<file path="src/rtl/msk_sched_pkg.sv">
// Shared types and helpers for the masked chunk scheduler.
package msk_sched_pkg;

   // Scheduler FSM states
   typedef enum logic [1:0] {
      IDLE  = 2'd0,
      FEED  = 2'd1,
      DRAIN = 2'd2,
      DONE  = 2'd3
   } state_t;

   // Index width that never collapses to zero bits
   function automatic int clog2_min1(input int n);
      return (n <= 2) ? 1 : $clog2(n);
   endfunction

endpackage

</file>
<file path="src/rtl/msk_vld_pipe.sv">
// LAT-deep valid shift register that advances only when the gadget pipeline
// is enabled, so valid tags stay aligned with data held in frozen stages.
module msk_vld_pipe #(
   parameter int LAT = 4
) (
   input  logic clk,
   input  logic rst,
   input  logic clr,
   input  logic en,
   input  logic din,
   output logic dout
);

   generate
      if (LAT == 1) begin : g_one
         logic q;
         // single-stage valid tag
         always_ff @(posedge clk) begin
            if (rst || clr) q <= 1'b0;
            else if (en)    q <= din;
         end
         assign dout = q;
      end else begin : g_multi
         logic [LAT-1:0] q;
         // shift new issue tag in at bit 0, oldest tag leaves at LAT-1
         always_ff @(posedge clk) begin
            if (rst || clr) q <= '0;
            else if (en)    q <= {q[LAT-2:0], din};
         end
         assign dout = q[LAT-1];
      end
   endgenerate

endmodule

</file>
<file path="src/rtl/msk_chunk_sched.sv">
// Time-shares one fixed-latency masked gadget pipeline across NCHUNK chunks.
// Handshake: rnd_ready == issue == (FEED & rnd_valid); randomness is consumed
// in exactly the cycle the pipeline advances, so shares and masks never skew.
module msk_chunk_sched
   import msk_sched_pkg::*;
#(
   parameter  int NCHUNK = 16,
   parameter  int LAT    = 4,
   localparam int CW     = clog2_min1(NCHUNK)
) (
   input  logic          clk,
   input  logic          rst,
   input  logic          start,
   output logic          busy,
   output logic          done,
   input  logic          rnd_valid,
   output logic          rnd_ready,
   output logic          gadget_en,
   output logic [CW-1:0] in_sel,
   output logic          wr_en,
   output logic [CW-1:0] wr_sel
);

   localparam logic [CW-1:0] LAST = CW'(NCHUNK - 1);

   state_t        state;
   state_t        state_nxt;
   logic [CW-1:0] iss_cnt;
   logic [CW-1:0] wr_cnt;
   logic          issue;
   logic          vld_tail;

   // state register
   always_ff @(posedge clk) begin
      if (rst) state <= IDLE;
      else     state <= state_nxt;
   end

   // next-state logic
   always_comb begin
      state_nxt = state;
      case (state)
         IDLE:    if (start) state_nxt = FEED;
         FEED:    if (issue && (iss_cnt == LAST)) state_nxt = DRAIN;
         DRAIN:   if (wr_en && (wr_cnt == LAST)) state_nxt = DONE;
         DONE:    state_nxt = IDLE;
         default: state_nxt = IDLE;
      endcase
   end

   // output decode; rnd_valid reaches gadget_en combinationally by design
   always_comb begin
      issue     = 1'b0;
      gadget_en = 1'b0;
      case (state)
         FEED: begin
            issue     = rnd_valid;
            gadget_en = rnd_valid;
         end
         DRAIN:   gadget_en = 1'b1;
         default: gadget_en = 1'b0;
      endcase
      rnd_ready = issue;
      wr_en     = gadget_en & vld_tail;
      busy      = (state != IDLE);
      done      = (state == DONE);
      in_sel    = iss_cnt;
      wr_sel    = wr_cnt;
   end

   // issue/write counters: cleared while idle, saturate at the last chunk
   always_ff @(posedge clk) begin
      if (rst || (state == IDLE)) begin
         iss_cnt <= '0;
         wr_cnt  <= '0;
      end else begin
         if (issue && (iss_cnt != LAST)) iss_cnt <= iss_cnt + CW'(1);
         if (wr_en && (wr_cnt != LAST))  wr_cnt  <= wr_cnt + CW'(1);
      end
   end

   msk_vld_pipe #(.LAT(LAT)) u_vld (
      .clk  (clk),
      .rst  (rst),
      .clr  (state == IDLE),
      .en   (gadget_en),
      .din  (issue),
      .dout (vld_tail)
   );

endmodule
</file>
<file path="config.mk">
export PLATFORM = sky130hd
export DESIGN_NAME = msk_chunk_sched
export DESIGN_NICKNAME = d
export VERILOG_FILES = /design/src/rtl/msk_sched_pkg.sv /design/src/rtl/msk_vld_pipe.sv /design/src/rtl/msk_chunk_sched.sv
export SDC_FILE = /design/constraint.sdc
export NUM_CORES = 1
export LEC_CHECK = 0
export CAP_MARGIN = 10
export CORE_ASPECT_RATIO = 0.9
export CORE_MARGIN = 8
export CORE_UTILIZATION = 32
export CTS_BUF_LIST = sky130_fd_sc_hd__clkbuf_8
export DETAILED_ROUTE_END_ITERATION = 6
export SYNTH_ARGS = -nofsm -noshare
export SYNTH_HDL_FRONTEND = slang
export SYNTH_SLANG_ARGS = --single-unit
</file>
<file path="constraint.sdc">
create_clock -name clk -period 3.3 [get_ports clk]
set_clock_uncertainty 0.2 [all_clocks]
set_input_delay 0.66 -clock clk [delete_from_list [all_inputs] [get_ports clk]]
set_output_delay 0.66 -clock clk [all_outputs]
set_load 0.01 [all_outputs]
</file>
==> results.json <==
{
  "synth.area.mux_share_pct": 6.84,
  "seq_area_um2": 280,
  "via_per_inst": 4.88,
  "fmax_ghz": 0.336,
  "synth-xor-area-share_pct": 3.59,
  "fp.dieW_um": 66.4,
  "start_util_pct": 33.9,
  "criticalPathCategory": "primary input to primary output",
  "synth_cell_types": 29,
  "tightest_slew_ns": 0.448,
  "synthCells": 78,
  "route.detailed.wl_per_inst_um": 12.2,
  "num-fill-cells": 212,
  "rsz0062_at_grt": "false",
  "drt_wl_total_mm": 1.50,
  "die_h_um": 61.4,
  "antenna_cells": 0,
  "clockBufferDepth": 2,
  "vdd_ir_drop_max_uv": 445,
  "finalHoldViolCount": 0,
  "synth.avg_cell_area_um2": 9.38,
  "htree_levels": 1,
  "hold_ws_ns": 0.291,
  "p_leak_nw": 0.394,
  "cts_tree": "built",
  "grt_antenna_before_repair": 0,
  "crit_required_ns": 2.44,
  "hold_path.class": "flop to flop",
  "vias": 600,
  "cts-root-buf": "clkbuf_8",
  "multi_input_area_um2": 420,
  "endpoint_kind": "primary output",
  "holdBufCountCts": 0,
  "yosys.area_share.simple_pct": 16.2,
  "yosysSeqAreaShare_pct": 38.3,
  "slew_viol_final": 0,
  "p_per_area_nw_per_um2": 597,
  "final_util_pct": 44.7,
  "overflow": 0,
  "rows": 16,
  "clock_sinks": 14,
  "setup_tns_ns": 0,
  "synth_compound_area_share_pct": 18.8,
  "grt_pass1_wl_mm": 2.48,
  "setup_viol": 0,
  "start_kind": "primary input",
  "fp.dieArea_um2": 4080,
  "layout-drive-gt1-share_pct": 9.38,
  "antenna_left": 0,
  "max_cap_violations": 0,
  "grt_pass1_vias": 578,
  "gp_congestion": 0.761,
  "cts_buffers": 3,
  "dp_hpwl_mm": 1.16,
  "place.port_buffers": 16,
  "ys_ff_latch": 14,
  "synth.net_count": 89,
  "synth.cell_area_um2": 732,
  "reg2reg_slack_ns": 1.30,
  "core_area_um2": 2160,
  "grt_max_degree": 14,
  "clk_latency_ns": 0.24,
  "synth_top_family_by_area": "compound AO/OA/AOI/OAI gates",
  "first_iter_violations": 19,
  "drc_errors": 0,
  "synthAdderAreaFrac_pct": 12.0,
  "syn_to_final_growth_pct": 32.0,
  "dr.pass1.iters": 4,
  "fin_nets": 109,
  "period_minus_slack_ns": 2.98,
  "synth-warning-count": 0,
  "relSlewSlack_pct": 70.1,
  "status": "completed",
  "post-cts-setup-buffer-count": 0,
  "arrival_ns": 2.12,
  "ioPinCount": 17,
  "grt_util_all_layers_pct": 7.88,
  "cts_resized": 0,
  "clk_pin_slew_ns": 0.05,
  "cp_max_fo": 4,
  "fin_crit_sh_pct": 90.2
}
[flip-flops by register name, indices dropped and copies added, names as in the netlist]
register and count:
in_sel 4, u_vld.g_multi.q 4, wr_sel 4, state 2
[placed cells by master (no fill, tap or decap), types with 2 or more instances in the layout]
cell type        Yosys  routed
xor2_1               2       2
a211oi_1             3       3
clkdlybuf4s50_1      0      16
nand2_1              4       4
nor2_1              12      12
dfxtp_1             14      14
ha_1                 7       7
a21oi_1              3       3
nand3_1              2       2
clkbuf_8             0       3
inv_1                6       6
mux2i_1              5       5
and3_1               2       2
[worst paths after layout]
path	from	end	depth (start not counted)
min	u_vld.g_multi.q[2]	u_vld.g_multi.q[3]	2
min reg2reg	u_vld.g_multi.q[2]	u_vld.g_multi.q[3]	2
max reg2reg	state[0]	state[1]	6
max	rnd_valid	gadget_en	5
[power breakdown]
part	leakage, nW	internal [mW]	switching, mW
logic	0.260	0.105	0.144
registers	0.113	0.183	0.0125
clock network	0.0216	0.0803	0.0516
[final cells by class]
class                   count  area share (%)
clock buffers               3            4.27
inverters                   6            2.33
well taps                  27            3.50
flip-flops and latches     14            29.0
multi-input cells          56            43.5
repair buffers             17            17.4
[cells in the mapped netlist]
cell type   n  share of area [%]
dfxtp_1    14                 38
nand4_1     1               0.86
a31o_1      1                1.2
nor4_1      1               0.86
nor2_1     12                6.2
o21ai_2     1                1.2
buf_2       1               0.68
a41o_1      1                1.4
a211oi_1    3                3.1
a311oi_4    1                3.6
and2_1      1               0.86
a21oi_2     1                1.2
a2bb2oi_1   1                1.2
nor2b_1     1               0.86
xor2_1      2                2.4
nand2_2     1               0.86
and3_1      2                1.7
xnor2_1     1                1.2
ha_1        7                 12
nor3_1      1               0.68
nand2_1     4                2.1
o31ai_2     1                1.7
nand3_1     2                1.4
mux2i_1     5                6.8
inv_1       6                3.1
a22oi_1     1                1.0
clkbuf_1    1               0.51
a311oi_1    1                1.2
a21oi_1     3                2.1
[layer usage]
layer  GRT usage, %  vias to the layer above  wire length, µm
met5              0                        -                0
met1           8.97                      273              757
met4           1.82                        0                0
met2           12.1                       11              629
met3           5.09                        0              112
li1               -                      316                -
[stage by stage]
stage | power, mW | worst slack (ns) | std cells | cell area [µm²]
finish | 0.576 | 0.325 | 123 | 966
CTS | 0.587 | 0.312 | 123 | 966
floorplan | 0.370 | 1.17 | 78 | 732
detailed placement | 0.451 | 0.317 | 120 | 925
global route | 0.624 | 0.246 | 123 | 966
global placement | 0.446 | 0.346 | 120 | 925
[cells by family (layout without fill, tap and decap cells)]
kind of cell	after synthesis	after routing
buffers and inverters	8	26
adder cells (fa/ha/maj)	7	7
AO/OA/AOI/OAI	15	15
XOR/XNOR	3	3
flip-flops	14	14
AND/OR/NAND/NOR	26	26
multiplexers	5	5
[critical path, stage by stage]
cell and delay (ns):
clkdlybuf4s50_1 0.46, and2_1 0.20, o21ai_2 0.24, inv_1 0.07, clkdlybuf4s50_1 0.48
Power figures use the tool's default switching activity.
